--- src/rtl/ftdi_cmd_pkg.sv ---
// Shared types and constants for the FTDI byte-stream command decoder.
package ftdi_cmd_pkg;

    typedef enum logic [2:0] {
        IDLE  = 3'd0,
        LEN   = 3'd1,
        ADDR  = 3'd2,
        WDATA = 3'd3,
        WRITE = 3'd4,
        READ  = 3'd5,
        RDATA = 3'd6
    } state_t;

    localparam logic [7:0] CMD_WRITE       = 8'h10;
    localparam logic [7:0] CMD_READ        = 8'h11;
    localparam int         FRAME_HDR_BYTES = 6;

endpackage

--- src/rtl/ftdi_cmd_decoder.sv ---
// Parses CMD/LEN/ADDR[/DATA] byte frames into 32-bit bus reads and writes; read data returns LSB first.
// Optional inter-byte timeout in LEN/ADDR/WDATA is enabled by defining FTDI_CMD_TIMEOUT_EN.
module ftdi_cmd_decoder
    import ftdi_cmd_pkg::*;
#(
    parameter int TIMEOUT_W = 16
) (
    input  logic        clk_i,
    input  logic        rst_i,
    input  logic        inport_valid_i,
    input  logic [7:0]  inport_data_i,
    output logic        inport_accept_o,
    output logic        outport_valid_o,
    output logic [7:0]  outport_data_o,
    input  logic        outport_accept_i,
    output logic        mem_req_o,
    output logic        mem_wr_o,
    output logic [31:0] mem_addr_o,
    output logic [31:0] mem_wdata_o,
    input  logic        mem_ack_i,
    input  logic [31:0] mem_rdata_i
);

    if (TIMEOUT_W < 2) begin : g_timeout_w_check
        $error("TIMEOUT_W must be at least 2");
    end

    state_t      state_q, state_d;
    logic        cmd_wr_q;
    logic [7:0]  len_q;
    logic [1:0]  byte_cnt_q;
    logic [31:0] addr_q;
    logic [31:0] wdata_q;
    logic [31:0] rdata_q;
    logic        req_q;
    logic        accept_q;
    logic        rx_fire, tx_fire, bus_done, last_word, is_cmd, tmo_hit;

    assign rx_fire   = inport_valid_i & accept_q;
    assign tx_fire   = outport_valid_o & outport_accept_i;
    assign bus_done  = req_q & mem_ack_i;
    assign last_word = (len_q == 8'd1);
    assign is_cmd    = (inport_data_i == CMD_WRITE) || (inport_data_i == CMD_READ);

`ifdef FTDI_CMD_TIMEOUT_EN
    logic [TIMEOUT_W-1:0] tmo_q;
    logic                 in_frame;

    assign in_frame = (state_q == LEN) || (state_q == ADDR) || (state_q == WDATA);
    assign tmo_hit  = in_frame && !rx_fire && (tmo_q == {TIMEOUT_W{1'b1}});

    always_ff @(posedge clk_i or posedge rst_i) begin
        if (rst_i)
            tmo_q <= '0;
        else if (in_frame && !rx_fire)
            tmo_q <= tmo_q + 1'b1;
        else
            tmo_q <= '0;
    end
`else
    assign tmo_hit = 1'b0;
`endif

    always_ff @(posedge clk_i or posedge rst_i) begin
        if (rst_i)
            state_q <= IDLE;
        else
            state_q <= state_d;
    end

    always_comb begin
        state_d = state_q;
        case (state_q)
            IDLE:  if (rx_fire && is_cmd) state_d = LEN;
            LEN:   if (rx_fire) state_d = ADDR;
            ADDR: begin
                if (rx_fire && byte_cnt_q == 2'd3) begin
                    if (len_q == 8'd0)
                        state_d = IDLE;
                    else
                        state_d = cmd_wr_q ? WDATA : READ;
                end
            end
            WDATA: if (rx_fire && byte_cnt_q == 2'd3) state_d = WRITE;
            WRITE: if (bus_done) state_d = last_word ? IDLE : WDATA;
            READ:  if (bus_done) state_d = RDATA;
            RDATA: if (tx_fire && byte_cnt_q == 2'd3) state_d = last_word ? IDLE : READ;
            default: state_d = IDLE;
        endcase
        if (tmo_hit)
            state_d = IDLE;
    end

    always_comb begin
        outport_valid_o = (state_q == RDATA);
        mem_wr_o        = (state_q == WRITE);
    end

    assign inport_accept_o = accept_q;
    assign outport_data_o  = rdata_q[7:0];
    assign mem_req_o       = req_q;
    assign mem_addr_o      = {addr_q[31:2], 2'b00};
    assign mem_wdata_o     = wdata_q;

    // Address/data only move outside an outstanding request, so bus outputs stay stable while req is high.
    always_ff @(posedge clk_i or posedge rst_i) begin
        if (rst_i) begin
            cmd_wr_q   <= 1'b0;
            len_q      <= 8'd0;
            byte_cnt_q <= 2'd0;
            addr_q     <= 32'd0;
            wdata_q    <= 32'd0;
            rdata_q    <= 32'd0;
            req_q      <= 1'b0;
            accept_q   <= 1'b0;
        end else begin
            req_q    <= (state_d == WRITE) || (state_d == READ);
            accept_q <= state_d inside {IDLE, LEN, ADDR, WDATA};
            case (state_q)
                IDLE: begin
                    byte_cnt_q <= 2'd0;
                    if (rx_fire && is_cmd)
                        cmd_wr_q <= (inport_data_i == CMD_WRITE);
                end
                LEN: if (rx_fire) len_q <= inport_data_i;
                ADDR: begin
                    if (rx_fire) begin
                        addr_q     <= {addr_q[23:0], inport_data_i};
                        byte_cnt_q <= byte_cnt_q + 2'd1;
                    end
                end
                WDATA: begin
                    if (rx_fire) begin
                        wdata_q    <= {inport_data_i, wdata_q[31:8]};
                        byte_cnt_q <= byte_cnt_q + 2'd1;
                    end
                end
                WRITE: begin
                    if (bus_done) begin
                        addr_q <= addr_q + 32'd4;
                        len_q  <= len_q - 8'd1;
                    end
                end
                READ: if (bus_done) rdata_q <= mem_rdata_i;
                RDATA: begin
                    if (tx_fire) begin
                        rdata_q    <= {8'h00, rdata_q[31:8]};
                        byte_cnt_q <= byte_cnt_q + 2'd1;
                        if (byte_cnt_q == 2'd3) begin
                            addr_q <= addr_q + 32'd4;
                            len_q  <= len_q - 8'd1;
                        end
                    end
                end
                default: ;
            endcase
        end
    end

endmodule

--- config.mk ---
export PLATFORM = sky130hd
export DESIGN_NAME = ftdi_cmd_decoder
export DESIGN_NICKNAME = d
export VERILOG_FILES = /design/src/rtl/ftdi_cmd_pkg.sv /design/src/rtl/ftdi_cmd_decoder.sv
export SDC_FILE = /design/constraint.sdc
export NUM_CORES = 1
export LEC_CHECK = 0
export BUFFER_PORTS_ARGS = -buffer_cell sky130_fd_sc_hd__buf_4
export CORE_ASPECT_RATIO = 0.5
export CORE_MARGIN = 3
export CORE_UTILIZATION = 45
export DETAILED_ROUTE_END_ITERATION = 7
export PLACE_DENSITY = 0.67
export SKIP_LAST_GASP = 1
export SYNTH_ARGS = -nofsm -noshare
export SYNTH_HDL_FRONTEND = slang
export SYNTH_SLANG_ARGS = --single-unit
--- constraint.sdc ---
create_clock -name clk_i -period 6.6 [get_ports clk_i]
set_clock_uncertainty 0.2 [all_clocks]
set_input_delay 0.33 -clock clk_i [delete_from_list [all_inputs] [get_ports clk_i]]
set_output_delay 0.33 -clock clk_i [all_outputs]
set_load 0.1 [all_outputs]
==> qor.csv, run 1 <==
stage,metric,value,unit
critical_path,worstReg2RegStart,state_q[2],
power_and_ir_drop,combPwrFrac,0.440,
layout,fillCellCount,1181,
placement,detailed_place.area,6690,µm²
logic_synthesis,ys_ff_latch,112,
placement,gp_congestion,0.906,
layout,diodes,0,
clock_network,path_clk_slew,80,ps
layout,nets,726,
routing,ant_nets,0,
clock_network,cts_buffer_depth,2,
critical_path,r2r_slack,3270,ps
critical_path,critPathMaxFanout,56,
global_routing,first_global_vias,4426,
global_routing,grt_max_degree,66,
sta,clock.fmax,301,MHz
power_and_ir_drop,p_per_area,399,nW/µm²
global_routing,grt_usage,0.196,
sta,max_slew_margin,0.231,
logic_synthesis,synth.avg_cell_area,9.82,µm²
logic_synthesis,synthArstFlopShare,1.00,
logic_synthesis,ys_warn_count,0,
hold_path,hold_path_depth,2,
sta,drv_slew,0,
logic_synthesis,syn-instance-count,611,
power_and_ir_drop,p_seq_frac,0.350,
sta,finalSetupViolCount,0,
logic_synthesis,ys.flop_type,dfrtp_1,
critical_path,cp_data_required_time,6580,ps
power_and_ir_drop,leakage,0.00340,µW
power_and_ir_drop,p_sw_frac,0.499,
clock_network,cts_tree,yes,
global_routing,gr-total-overflow,0,
routing,drtIter0Drc,537,
die,rows,29,
critical_path,endpoint_kind,flop,
placement,port_buffers,118,
routing,vias_per_cell,5.69,
global_routing,antenna_found_initial,0,
clock_network,cts_made_buffers,9,
logic_synthesis,synth_edf_count,0,
hold_path,min_to,rdata_q[29],
layout,final_area,7070,µm²
sta,fin_crit,3330,ps
hold_path,min_from,mem_rdata_i[29],
flow_run,maxCapViolations,0,
global_routing,grt_pass1_wl,23500,µm
clock_network,postCtsResizedCells,0,
power_and_ir_drop,p_int,1420,µW
hold_path,holdCritPathClass,in -> reg,
layout,fin_cells,851,
clock_network,cts-root-buf,clkbuf_16,
routing,wl_per_cell,17.1,µm
routing,vias,4838,
placement,dpl.hpwl,10100,µm
layout,drive_above_1_share,0.275,
sta,rsz0062_at_grt,false,
clock_network,clk_latency,350,ps
routing,wl,14600,µm
critical_path,worstReg2RegEnd,rdata_q[1],
die,die_area,14800,µm²
logic_synthesis,synth_cell_type_count,62,
routing,drc_errors,0,
routing,drtPass1Iterations,5,
clock_network,ctsHtreeMaxLevel,3,
placement,dp.cells,830,
sta,hold_violations,0,
clock_network,cts.sinks,112,
die,core_area,12800,µm²
critical_path,startpoint_type,flop,
outcome,status,completed,
die,io_pins,121,
die,die_x,169,µm
die,start_util,0.467,
logic_synthesis,yosysSeqAreaShare,0.467,
sta,worst_slew_pin_slew,1150,ps
sta,fin_tns_setup,0,ps
die,dieHeight,87.6,µm
critical_path,r2r_cells,5,
critical_path,crit_arrival,3300,ps
power_and_ir_drop,power.switching,1410,µW
sta,min_period_over_period,0.504,
power_and_ir_drop,clkPwrFrac,0.209,
logic_synthesis,synth_area,6000,µm²
critical_path,crit_type,reg -> reg,
layout,area_growth_syn_to_layout,18.0,%
power_and_ir_drop,ir_drop,0.343,mV
[cells in the mapped netlist, types with 4 or more instances]
master | count | share of area
o22a_1 | 10 | 0.015
nor4_1 | 8 | 0.0083
buf_4 | 41 | 0.051
o22ai_1 | 4 | 0.0042
a31oi_1 | 9 | 0.0094
mux2_2 | 34 | 0.064
a21oi_1 | 37 | 0.031
nor2b_1 | 4 | 0.0042
and3_1 | 6 | 0.0063
nand4_1 | 10 | 0.010
buf_2 | 22 | 0.018
nand2_1 | 57 | 0.036
inv_1 | 10 | 0.0063
and4_1 | 4 | 0.0058
mux2i_1 | 25 | 0.042
or3_1 | 7 | 0.0073
buf_1 | 4 | 0.0025
nand3_1 | 12 | 0.010
a22oi_1 | 4 | 0.0050
clkbuf_1 | 7 | 0.0044
dfrtp_1 | 112 | 0.47
and2_1 | 4 | 0.0042
nor3_1 | 9 | 0.0075
a22o_1 | 8 | 0.012
o21ai_0 | 53 | 0.044
nor2_1 | 46 | 0.029
a311oi_1 | 7 | 0.010
ha_1 | 5 | 0.010
[how the worst max path moves through the flow]
| stage | startpoint | end | slack, ps |
|---|---|---|---|
| 6_report | state_q[2] | rdata_q[1] | 3270 |
| 5_1_grt | state_q[2] | rdata_q[1] | 2950 |
| 4_1_cts | state_q[2] | rdata_q[1] | 3230 |
| 3_5_place_dp | state_q[2] | rdata_q[1] | 3280 |
| 3_3_place_gp | state_q[2] | rdata_q[15] | 3430 |
| 2_1_floorplan | rst_i | addr_q[0] | 3110 |
[placed cells by master, fill, tap and decap left out, types with 4 or more instances in the layout]
| cell type | instances |
|---|---|
| a21oi_1 | 36 |
| a22o_1 | 8 |
| a22oi_1 | 4 |
| a311oi_1 | 7 |
| a31oi_1 | 9 |
| and2_1 | 4 |
| and3_1 | 6 |
| and4_1 | 4 |
| buf_4 | 123 |
| clkbuf_16 | 9 |
| dfrtp_1 | 112 |
| dlygate4sd3_1 | 5 |
| ha_1 | 5 |
| inv_1 | 9 |
| mux2_2 | 34 |
| mux2i_1 | 25 |
| nand2_1 | 57 |
| nand3_1 | 12 |
| nand4_1 | 10 |
| nor2_1 | 45 |
| nor3_1 | 9 |
| nor4_1 | 8 |
| o21ai_0 | 53 |
| o22a_1 | 10 |
| o22ai_1 | 4 |
| or3_1 | 7 |
[power groups by stage]
stage / sequential (µW) / clock [µW] / combinational [µW]
floorplan: 933 / 0 / 1140
global route: 1010 / 639 / 1310
detailed placement: 996 / 0 / 1240
CTS: 985 / 608 / 1250
global placement: 995 / 0 / 1240
finish: 988 / 591 / 1240
[metal layers]
metal	up-vias	share of wire	global-route usage
li1	2323	-	-
met4	0	0.0093	0.0371
met3	11	0.063	0.0473
met2	143	0.45	0.305
met1	2361	0.48	0.283
met5	-	0	0
[sequential cells by signal, indices dropped and copies added, names as in the netlist]
signal	cells
inport_accept_o	1
mem_wdata_o	32
addr_q	32
len_q	8
rdata_q	32
state_q	3
cmd_wr_q	1
mem_req_o	1
byte_cnt_q	2
[kinds of logic after synthesis]
family	synth area share
compound gates	0.179
xor+xnor	0.00146
fa+ha+maj	0.0104
buf+inv	0.0837
flops	0.467
mux	0.106
other cells	0.000625
simple gates	0.151
[layout make-up]
| type | instances | area, µm² | area share |
|---|---|---|---|
| clock buffer | 9 | 225 | 0.0318 |
| clock inverter | 7 | 108 | 0.0152 |
| inverter | 10 | 40.0 | 0.00566 |
| multi-input combinational | 415 | 2710 | 0.383 |
| sequential | 112 | 2800 | 0.396 |
| tap | 170 | 213 | 0.0301 |
| timing repair buffer | 128 | 973 | 0.138 |
[through the flow]
step                      setup WS, ps   util  power, µW  hold slack [ps]
after CTS                         3230  0.551       2840            0.672
after global routing              2950  0.551       2960             10.0
after floorplan                   3110      -       2080              227
after global placement            3430  0.521       2230              260
final                             3270  0.551       2820             10.3
after detailed placement          3280  0.521       2240              276
[critical path, cell delays in order, from the launching register on]
cell and delay (ps):
dfrtp_1 600, nor2b_2 270, nand2_2 600, inv_1 240, a21oi_4 950, o21ai_0 280
[repair_timing]
item                       CTS  global route
setup buffers                0             0
hold buffers                 5             0
hold endpoints to repair    68             0
setup endpoints to repair    0             0
Note: power is estimated with default switching activity, not from simulation.
==> run 2: changes to the inputs <==
- clock period: 6.6 -> 3.1 ns (I/O delays scaled with it)
==> run 2 against run 1 <==
  * Combinational power up 120%
  * Non-clock buffer count up 42
  * Worst hold slack better by 12 ps
  * Final cell count up 4.9%
  * Clock power up 91%
  * Largest power group unchanged
==> qor.csv, run 2 (same netlist as run 1, synthesis figures left out) <==
stage,metric,value,unit
placement,port_buffers,118,
critical_path,startpoint_type,flop,
global_routing,gr-total-overflow,0,
clock_network,cts.sinks,112,
placement,dpl.hpwl,10100,µm
clock_network,cts-root-buf,clkbuf_16,
power_and_ir_drop,p_total,5930,µW
global_routing,grt_max_degree,113,
layout,fin_cells,893,
outcome,status,completed,
critical_path,cp_data_required_time,2740,ps
die,core_area,12800,µm²
sta,min_period_over_period,0.782,
routing,drc_errors,0,
routing,drtPass1Iterations,5,
hold_path,holdCritPathClass,in -> reg,
layout,fillCellCount,1095,
power_and_ir_drop,p_per_area,796,nW/µm²
die,io_pins,121,
routing,wl,15100,µm
sta,worst_slew_pin_slew,620,ps
critical_path,worstReg2RegStart,state_q[2],
sta,rsz0062_at_grt,false,
die,die_x,169,µm
routing,ant_nets,0,
layout,diodes,0,
clock_network,post-cts-setup-buffers,0,
sta,max_slew_margin,0.587,
die,rows,29,
critical_path,worstReg2RegEnd,rdata_q[31],
hold_path,min_from,outport_accept_i,
critical_path,endpoint_kind,output pin,
layout,layout_common_cells,"buf_4, dfrtp_1, nand2_1, o21ai_0, nor2_1",
layout,area_growth_syn_to_layout,24.3,%
placement,gp_congestion,0.847,
power_and_ir_drop,leakage,0.00356,µW
layout,register_area,2800,µm²
clock_network,cts_made_buffers,9,
clock_network,path_clk_slew,70,ps
hold_path,hold_path_depth,3,
critical_path,r2r_slack,710,ps
clock_network,postCtsResizedCells,0,
global_routing,grt_usage,0.202,
global_routing,grt_pass1_wl,24400,µm
flow_run,maxCapViolations,0,
sta,worst_slack,675,ps
sta,fin_crit,2430,ps
placement,dp_slack,740,ps
sta,hold_violations,0,
global_routing,antenna_found_initial,0,
global_routing,first_global_vias,4662,
sta,fin_tns_setup,0,ps
die,dieHeight,87.6,µm
die,start_util,0.467,
routing,wl_per_cell,16.9,µm
critical_path,r2r_cells,5,
placement,dp.cells,835,
clock_network,cts_buffer_depth,2,
sta,drv_slew,0,
layout,multiInputGateArea,2710,µm²
routing,drtIter0Drc,453,
routing,vias,4993,
clock_network,cts-hold-fix-buffers,42,
critical_path,crit_arrival,2070,ps
critical_path,crit_type,reg -> out,
hold_path,min_to,byte_cnt_q[1],
clock_network,cts_tree,yes,
routing,vias_per_cell,5.59,
clock_network,clk_latency,350,ps
critical_path,critPathMaxFanout,47,
power_and_ir_drop,ir_drop,0.725,mV
clock_network,ctsHtreeMaxLevel,3,
layout,nets,768,
die,die_area,14800,µm²
layout,drive_above_1_share,0.264,
layout,final_common_cell,buf_4,
sta,clock.fmax,412,MHz
sta,finalSetupViolCount,0,
run 2: cell types whose count changed in the layout (fill, tap and decap cells not counted), sizes merged:
cell and change:
buf +5, bufinv -1, inv -1, clkbuf +1
dlygate4sd3 +37, clkinvlp +2, clkinv -1
run 2: worst max path at each step:
stage	start	end	slack, ps	cells after the start
after floorplan	state_q[0]	mem_wr_o	520	4
after CTS	state_q[0]	mem_wr_o	680	4
final	state_q[0]	mem_wr_o	670	4
after detailed placement	state_q[2]	rdata_q[26]	740	5
after global placement	state_q[2]	rdata_q[29]	830	5
after global routing	state_q[2]	rdata_q[8]	530	6
run 2: routing by layer:
layer	up-vias	GRT usage	wire length (µm)
li1	2406	-	-
met1	2400	0.291	7200
met2	171	0.325	6960
met3	16	0.0388	797
met4	0	0.0378	121
met5	-	0	0
run 2: report_power, final:
part / switching (µW) / leakage (µW) / internal (µW)
logic: 2000 / 0.00195 / 695
clock network: 567 / 0.000138 / 567
registers: 404 / 0.00147 / 1700
run 2: per-stage QoR:
stage | utilization | cell area [µm²] | hold slack, ps
floorplan | - | 6000 | 51.8
global placement | 0.525 | 6740 | 182
detailed placement | 0.525 | 6740 | 183
CTS | 0.580 | 7450 | 2.14
global route | 0.580 | 7450 | 22.0
finish | 0.580 | 7450 | 22.0
run 2: final cells by class:
type,instances,share of cell area
well taps,170,0.0285
clock inverters,6,0.00823
inverters,10,0.00554
repair buffers,170,0.187
clock buffers,10,0.0307
multi-input cells,415,0.364
flip-flops and latches,112,0.376
run 2: critical path, stage by stage (launching register included):
cell      delay, ps
dfrtp_1         710
nand2b_1        210
buf_4           440
nor2_1           90
buf_4           250
